**src/rtl/csr_file.sv**
```systemverilog
// Machine-mode CSR file for the RV32 pipeline: CSR read port, write commit, trap/MRET state, interrupt detect.
// Optional feature macro: CSR_COUNTERS_EN (adds 64-bit mcycle/minstret counters).
module csr_file #(
    parameter logic [31:0] TRAP_VECTOR_RESET = 32'h0000_0000,
    parameter logic [31:0] HART_ID           = 32'h0000_0000
) (
    input  logic        clock,
    input  logic        reset,
    input  logic [11:0] readAddress,
    output logic [31:0] readData,
    output logic        readIllegal,
    input  logic        writeEnable,
    input  logic [11:0] writeAddress,
    input  logic [31:0] writeData,
    input  logic        retire,
    input  logic        trapValid,
    input  logic [31:0] trapCause,
    input  logic [31:0] trapPC,
    input  logic [31:0] trapValue,
    input  logic        mretValid,
    input  logic        softwareIrq,
    input  logic        timerIrq,
    input  logic        externalIrq,
    output logic [31:0] trapVector,
    output logic [31:0] mretTarget,
    output logic        interruptPending,
    output logic [31:0] interruptCause
);
    localparam logic [11:0] ADDR_MSTATUS   = 12'h300;
    localparam logic [11:0] ADDR_MISA      = 12'h301;
    localparam logic [11:0] ADDR_MIE       = 12'h304;
    localparam logic [11:0] ADDR_MTVEC     = 12'h305;
    localparam logic [11:0] ADDR_MSCRATCH  = 12'h340;
    localparam logic [11:0] ADDR_MEPC      = 12'h341;
    localparam logic [11:0] ADDR_MCAUSE    = 12'h342;
    localparam logic [11:0] ADDR_MTVAL     = 12'h343;
    localparam logic [11:0] ADDR_MIP       = 12'h344;
    localparam logic [11:0] ADDR_MCYCLE    = 12'hB00;
    localparam logic [11:0] ADDR_MINSTRET  = 12'hB02;
    localparam logic [11:0] ADDR_MCYCLEH   = 12'hB80;
    localparam logic [11:0] ADDR_MINSTRETH = 12'hB82;
    localparam logic [11:0] ADDR_MHARTID   = 12'hF14;
    localparam logic [31:0] MISA_VALUE     = 32'h4000_0100;

    logic        mstatusMie;
    logic        mstatusMpie;
    logic        mieMsie;
    logic        mieMtie;
    logic        mieMeie;
    logic [29:0] mtvecBase;
    logic [31:0] mscratch;
    logic [29:0] mepcBase;
    logic [31:0] mcause;
    logic [31:0] mtval;
    logic        csrWrite;
    logic [31:0] mstatusValue;
    logic [31:0] mieValue;
    logic [31:0] mipValue;
    logic        unusedPcBits;

    // Traps and MRET pre-empt a same-cycle software write entirely
    assign csrWrite     = writeEnable & ~trapValid & ~mretValid;
    assign mstatusValue = {19'd0, 2'b11, 3'd0, mstatusMpie, 3'd0, mstatusMie, 3'd0};
    assign mieValue     = {20'd0, mieMeie, 3'd0, mieMtie, 3'd0, mieMsie, 3'd0};
    assign mipValue     = {20'd0, externalIrq, 3'd0, timerIrq, 3'd0, softwareIrq, 3'd0};
    assign trapVector   = {mtvecBase, 2'b00};
    assign mretTarget   = {mepcBase, 2'b00};
    assign unusedPcBits = ^trapPC[1:0];

    // Architectural CSR state: reset, then trap > MRET > software write
    always_ff @(posedge clock) begin
        if (reset) begin
            mstatusMie  <= 1'b0;
            mstatusMpie <= 1'b0;
            mieMsie     <= 1'b0;
            mieMtie     <= 1'b0;
            mieMeie     <= 1'b0;
            mtvecBase   <= TRAP_VECTOR_RESET[31:2];
            mscratch    <= 32'd0;
            mepcBase    <= 30'd0;
            mcause      <= 32'd0;
            mtval       <= 32'd0;
        end else if (trapValid) begin
            mepcBase    <= trapPC[31:2];
            mcause      <= trapCause;
            mtval       <= trapValue;
            mstatusMpie <= mstatusMie;
            mstatusMie  <= 1'b0;
        end else if (mretValid) begin
            mstatusMie  <= mstatusMpie;
            mstatusMpie <= 1'b1;
        end else if (csrWrite) begin
            case (writeAddress)
                ADDR_MSTATUS: begin
                    mstatusMie  <= writeData[3];
                    mstatusMpie <= writeData[7];
                end
                ADDR_MIE: begin
                    mieMsie <= writeData[3];
                    mieMtie <= writeData[7];
                    mieMeie <= writeData[11];
                end
                ADDR_MTVEC:    mtvecBase <= writeData[31:2];
                ADDR_MSCRATCH: mscratch  <= writeData;
                ADDR_MEPC:     mepcBase  <= writeData[31:2];
                ADDR_MCAUSE:   mcause    <= writeData;
                ADDR_MTVAL:    mtval     <= writeData;
                default:       mscratch  <= mscratch;
            endcase
        end else begin
            mscratch <= mscratch;
        end
    end

`ifdef CSR_COUNTERS_EN
    logic [63:0] mcycle;
    logic [63:0] minstret;

    // Free-running cycle counter; a write to either half replaces that cycle's increment
    always_ff @(posedge clock) begin
        if (reset) begin
            mcycle <= 64'd0;
        end else if (csrWrite && (writeAddress == ADDR_MCYCLE)) begin
            mcycle <= {mcycle[63:32], writeData};
        end else if (csrWrite && (writeAddress == ADDR_MCYCLEH)) begin
            mcycle <= {writeData, mcycle[31:0]};
        end else begin
            mcycle <= mcycle + 64'd1;
        end
    end

    // Retired-instruction counter with the same write-over-increment rule
    always_ff @(posedge clock) begin
        if (reset) begin
            minstret <= 64'd0;
        end else if (csrWrite && (writeAddress == ADDR_MINSTRET)) begin
            minstret <= {minstret[63:32], writeData};
        end else if (csrWrite && (writeAddress == ADDR_MINSTRETH)) begin
            minstret <= {writeData, minstret[31:0]};
        end else if (retire) begin
            minstret <= minstret + 64'd1;
        end else begin
            minstret <= minstret;
        end
    end
`else
    logic unusedRetire;
    assign unusedRetire = retire;
`endif

    // Combinational read mux; unimplemented addresses flag readIllegal
    always_comb begin
        readData    = 32'd0;
        readIllegal = 1'b0;
        case (readAddress)
            ADDR_MSTATUS:   readData = mstatusValue;
            ADDR_MISA:      readData = MISA_VALUE;
            ADDR_MIE:       readData = mieValue;
            ADDR_MTVEC:     readData = {mtvecBase, 2'b00};
            ADDR_MSCRATCH:  readData = mscratch;
            ADDR_MEPC:      readData = {mepcBase, 2'b00};
            ADDR_MCAUSE:    readData = mcause;
            ADDR_MTVAL:     readData = mtval;
            ADDR_MIP:       readData = mipValue;
            ADDR_MHARTID:   readData = HART_ID;
`ifdef CSR_COUNTERS_EN
            ADDR_MCYCLE:    readData = mcycle[31:0];
            ADDR_MINSTRET:  readData = minstret[31:0];
            ADDR_MCYCLEH:   readData = mcycle[63:32];
            ADDR_MINSTRETH: readData = minstret[63:32];
`else
            ADDR_MCYCLE, ADDR_MINSTRET, ADDR_MCYCLEH, ADDR_MINSTRETH: readData = 32'd0;
`endif
            default: begin
                readData    = 32'd0;
                readIllegal = 1'b1;
            end
        endcase
    end

    // Interrupt detect: external > software > timer
    always_comb begin
        interruptPending = mstatusMie & ((externalIrq & mieMeie) | (softwareIrq & mieMsie) | (timerIrq & mieMtie));
        if (externalIrq && mieMeie) begin
            interruptCause = 32'h8000_000B;
        end else if (softwareIrq && mieMsie) begin
            interruptCause = 32'h8000_0003;
        end else if (timerIrq && mieMtie) begin
            interruptCause = 32'h8000_0007;
        end else begin
            interruptCause = 32'd0;
        end
    end
endmodule

```
**config.mk**
```make
export PLATFORM = sky130hd
export DESIGN_NAME = csr_file
export DESIGN_NICKNAME = d
export VERILOG_FILES = /design/src/rtl/csr_file.sv
export SDC_FILE = /design/constraint.sdc
export NUM_CORES = 1
export LEC_CHECK = 0
export BUFFER_PORTS_ARGS = -buffer_cell sky130_fd_sc_hd__buf_2
export CORE_UTILIZATION = 40
export DETAILED_ROUTE_END_ITERATION = 12
export MAX_ROUTING_LAYER = met4
export PLACE_DENSITY_LB_ADDON = 0.15
export SYNTH_ARGS = -nofsm -noshare
export SYNTH_HDL_FRONTEND = slang
export SYNTH_SLANG_ARGS = --single-unit
```
**constraint.sdc**
```tcl
create_clock -name clock -period 5.9 [get_ports clock]
set_clock_uncertainty 0.15 [all_clocks]
set_input_delay 0.885 -clock clock [delete_from_list [all_inputs] [get_ports clock]]
set_output_delay 0.885 -clock clock [all_outputs]
set_load 0.05 [all_outputs]
```
# Word-level counts from Yosys, hierarchy flattened
# Cells that the tools add are included.
[word_totals]
ff_bits = 161
output_inout_bits = 130
wordCells = 87
in_bits = 161
[classes]
n_bitwise = 10
eq_ne = 22
reduce_logical = 21
n_mux = 24
[ops]
columns = ["cell", "n"]
rows = [
  ["32-bit 2-to-1 mux", 11],
  ["32-bit case mux with 9 select lines", 1],
  ["12-bit by 10-bit == test with 1-bit output, second input constant", 16],
  ["30-bit 2-to-1 mux", 4],
  ["12-bit == test, second input constant", 5],
  ["14-bit OR reduction", 1],
  ["4-bit AND reduction", 3],
  ["2-bit nonzero test", 6],
  ["3-bit AND reduction", 3],
  ["1-bit 2-to-1 mux", 8],
  ["1-bit AND", 6],
  ["3-bit nonzero test", 2],
  ["2-bit AND reduction", 2],
  ["1-bit logical AND", 3],
  ["2-bit inequality test, second input constant", 1],
  ["1-bit inverter", 2],
  ["1-bit OR", 2],
  ["2-bit OR reduction", 1],
]

# Longest topological paths before layout
[logic_depth]
depth_word = 6
ltp_mapped = 7
ltp_nobuf = 4

# Worst setup path before layout
# Ideal clock, no wire load.
[synth_path]
path_kind = "input to output"
startpoint = "input readAddress[4]"
endpoint = "output readData[13]"
required_time_ns = 4.865
path_buffers = 2
slack_ns = 1.726
path_stages = 5
t_arrival_ns = 3.139
cell_sequence = "or4_1 > buf_2 > or2_2 > clkbuf_1 > o21ai_0"
[synth_between]
elab_chain_len = 2
word_cells_on_any_way = 10
classes_between = "eq/ne (9); mux (1)"
[synth_rtl]
columns = ["item", "line_no", "source"]
rows = [
  ["start, declared", "9", "input logic [11:0] readAddress,"],
  ["12-bit by 10-bit == test with 1-bit output", "155", "case (readAddress)"],
  ["32-bit case mux with 9 select lines (*)", "155", ""],
  ["end, declared", "10", "output logic [31:0] readData,"],
]
# Every way passes the cells marked *; elsewhere a longest branch is shown, timed or not.

# Worst setup path in the final report
[layout_path]
startpoint = "input readAddress[6]"
endpoint = "output readData[20]"
# Same word-level chain as after synthesis.

==> impl_metrics.py <==
metrics = {
    "sta": {
        "fin_crit_ns": 4.27,
        "slew_headroom": 0.294,
        "timing.final.crit_share": 0.724,
        "rsz0062_at_grt": "no",
        "finalHoldViolCount": 0,
        "final-setup-viol-count": 0,
        "slew_viol_final": 0,
        "final.setup.tns_ns": 0,
        "worst_slew_pin_slew_ns": 1.06,
        "timing.fmax_mhz": 234,
        "fin_hold_ws_ns": 0.306,
    },
    "cells_and_area": {
        "fin_cells": 1578,
        "fin_util": 0.494,
        "drive_gt1_frac": 0.244,
        "syn2layout_area_growth_pct": 21.2,
        "fin_nets": 1442,
        "fillCellCount": 2162,
    },
    "route": {
        "drt_iter0_drc": 697,
        "route.detailed.drc": 0,
        "avgViaCountPerCell": 5.48,
        "drt_pre_antenna_iters": 5,
        "wl_um": 29000,
        "wl_per_cell_um": 18.4,
        "vias": 8642,
        "ant_nets": 0,
    },
    "worst_setup_path": {
        "cpMaxStageDelayCell": "nor2_4",
        "path_class": "input pin to output pin",
        "max_stage_delay_ns": 0.76,
        "cp_num_buf_inv": 2,
        "crit_chain": "buf_2 > or4b_1 > nor2_4 > a21oi_1 > o21ai_1 > buf_2",
        "cp.arrival_ns": 3.23,
        "cp-end-kind": "output pin",
        "crit_fanout": 27,
        "crit_required_ns": 4.87,
        "cp_common_cell": "buf_2",
        "cpLargestDelayFamily": "simple AND/OR/NAND/NOR gates",
        "start_kind": "input pin",
    },
    "synth": {
        "synth_flop_cell": "dfxtp_1",
        "synth_cell_types": 50,
        "syn-instance-count": 1097,
        "ys_top_cells_by_area": "dfxtp_1, nor3_1, nor2b_1",
        "synth-async-reset-ratio": 0,
        "synth_top_area_frac": 0.377,
        "yosysMostFrequentCell": "dfxtp_1",
        "synth_area_mm2": 0.00855,
        "yosysWarnings": 0,
        "synth.avg_cell_area_um2": 7.79,
        "synth_commonest_cells": "dfxtp_1, nor3_1, nand2_1",
        "yosysTopAreaCell": "dfxtp_1",
        "yosysSeqAreaShare": 0.377,
        "ys_ff_latch": 161,
        "synth_edf_count": 0,
    },
    "power": {
        "seq_power_share": 0.428,
        "combPwrFrac": 0.134,
        "leakage_uw": 0.00411,
        "powerDensity_mw_per_mm2": 261,
        "p_int_uw": 1970,
        "ir_drop_uv": 188,
        "switching_share": 0.272,
        "switchingPower_uw": 736,
        "pwr-share-clk": 0.437,
    },
    "floorplanning": {
        "core-area_mm2": 0.0210,
        "pin_count": 291,
        "fp.dieH_um": 148,
        "initial_core_util": 0.408,
        "rows": 53,
        "die_w_um": 148,
        "dieArea_mm2": 0.0220,
    },
    "clock_network": {
        "htree_num_levels": 4,
        "cts_sinks": 161,
        "numCtsBuffers": 17,
        "path_clk_slew_ns": 0.06,
        "root_buffer": "clkbuf_16",
        "cts_resized": 0,
        "insertion_delay_ns": 0.43,
        "cts_setup_buffers": 0,
        "cts_hold_buffers": 0,
        "clockBufferDepth": 2,
        "cts_tree": "yes",
    },
    "placement": {
        "port_buffers": 256,
        "place_hpwl_um": 18600,
        "place.gp.congestion": 0.807,
        "dpl.cell_count": 1537,
    },
    "global_routing": {
        "grt_pass1_vias": 7949,
        "grtUsageTotal": 0.268,
        "grt_pass1_wl_um": 44200,
        "grt_overflow_total": 0,
        "grt_max_degree": 121,
        "antenna_found_initial": 8,
    },
    "min_path": {
        "hold_class": "flop to flop",
    },
    "outcome": {
        "status": "finished clean",
    },
    "job": {
        "maxCapViolations": 0,
    },
}
placed cells by master, fill, tap and decap left out, drive strengths merged, types with 2 or more instances in the layout:
cell	count
a22oi	24
or4	2
o22ai	5
conb	31
dfxtp	161
mux2i	45
nor4bb	2
nor3b	35
nor4	98
inv	7
nor2b	95
clkinvlp	2
nor2	43
and3b	2
buf	272
or4b	3
diode	9
a221oi	2
nand2	127
a211oi	3
bufinv	3
a21oi	88
clkinv	3
nand3	2
clkbuf	22
o21ai	31
and4	4
nor3	158
nand4	7
worst min-delay path: cells and delay by family (launching register included):
family,cells,cell delay (ns)
flip-flops,1,0.31
AND/OR/NAND/NOR,1,0.05
AO/OA/AOI/OAI,1,0.05
logic make-up (layout without fill, tap and decap cells):
logic type	Yosys count	in the layout	synth area share
flops	161	161	0.377
simple gates	587	587	0.376
buf+inv	142	309	0.0872
compound gates	161	161	0.107
mux	45	45	0.0527
other cells	1	40	0.000439
per-stage QoR:
stage	worst slack (ns)	power (µW)	cell area (µm²)
after floorplan	1.73	1440	8660
after global placement	1.62	1540	9700
after detailed placement	1.63	1550	9700
after CTS	1.63	2730	10300
after global routing	1.47	2810	10400
final	1.63	2710	10400
power by group through the flow:
stage          registers [µW]  clock network [µW]  logic [µW]
2_1_floorplan            1230                   0         215
6_report                 1160                1180         364
3_3_place_gp             1180                   0         360
3_5_place_dp             1180                   0         363
4_1_cts                  1160                1200         364
5_1_grt                  1160                1250         392
per-layer routing:
metal | GRT usage | share of wire | vias up
li1 | - | - | 4257
met2 | 0.439 | 0.49 | 301
met3 | 0.0497 | 0.059 | 43
met5 | - | 0 | -
met1 | 0.332 | 0.44 | 4041
met4 | 0.0881 | 0.018 | 0
final timing paths:
| path | start | end | slack (ns) | cells past startpoint |
|---|---|---|---|---|
| worst max register to register | mstatusMie | mstatusMie | 4.83 | 2 |
| worst min register to register | mscratch[1] | mscratch[1] | 0.31 | 2 |
| worst min-delay path | mscratch[1] | mscratch[1] | 0.31 | 2 |
| worst max-delay path | readAddress[6] | readData[20] | 1.63 | 6 |
sequential cells by signal, summed over array words and instances, names as in the netlist, 30 cells and up:
| register | flops |
|---|---|
| mcause | 32 |
| mscratch | 32 |
| mtval | 32 |
| mepcBase | 30 |
| mtvecBase | 30 |
area by class of cell:
class                           count  area, µm²  area share
Multi-Input combinational cell    824       4710       0.454
Antenna cell                        9       22.5     0.00217
Inverter                            5       18.8     0.00181
Tap cell                          275        344      0.0332
Timing Repair Buffer              272       1410       0.136
Clock buffer                       22        484      0.0467
Clock inverter                     10        149      0.0144
Sequential cell                   161       3220       0.311
Power figures use the tool's default switching activity.
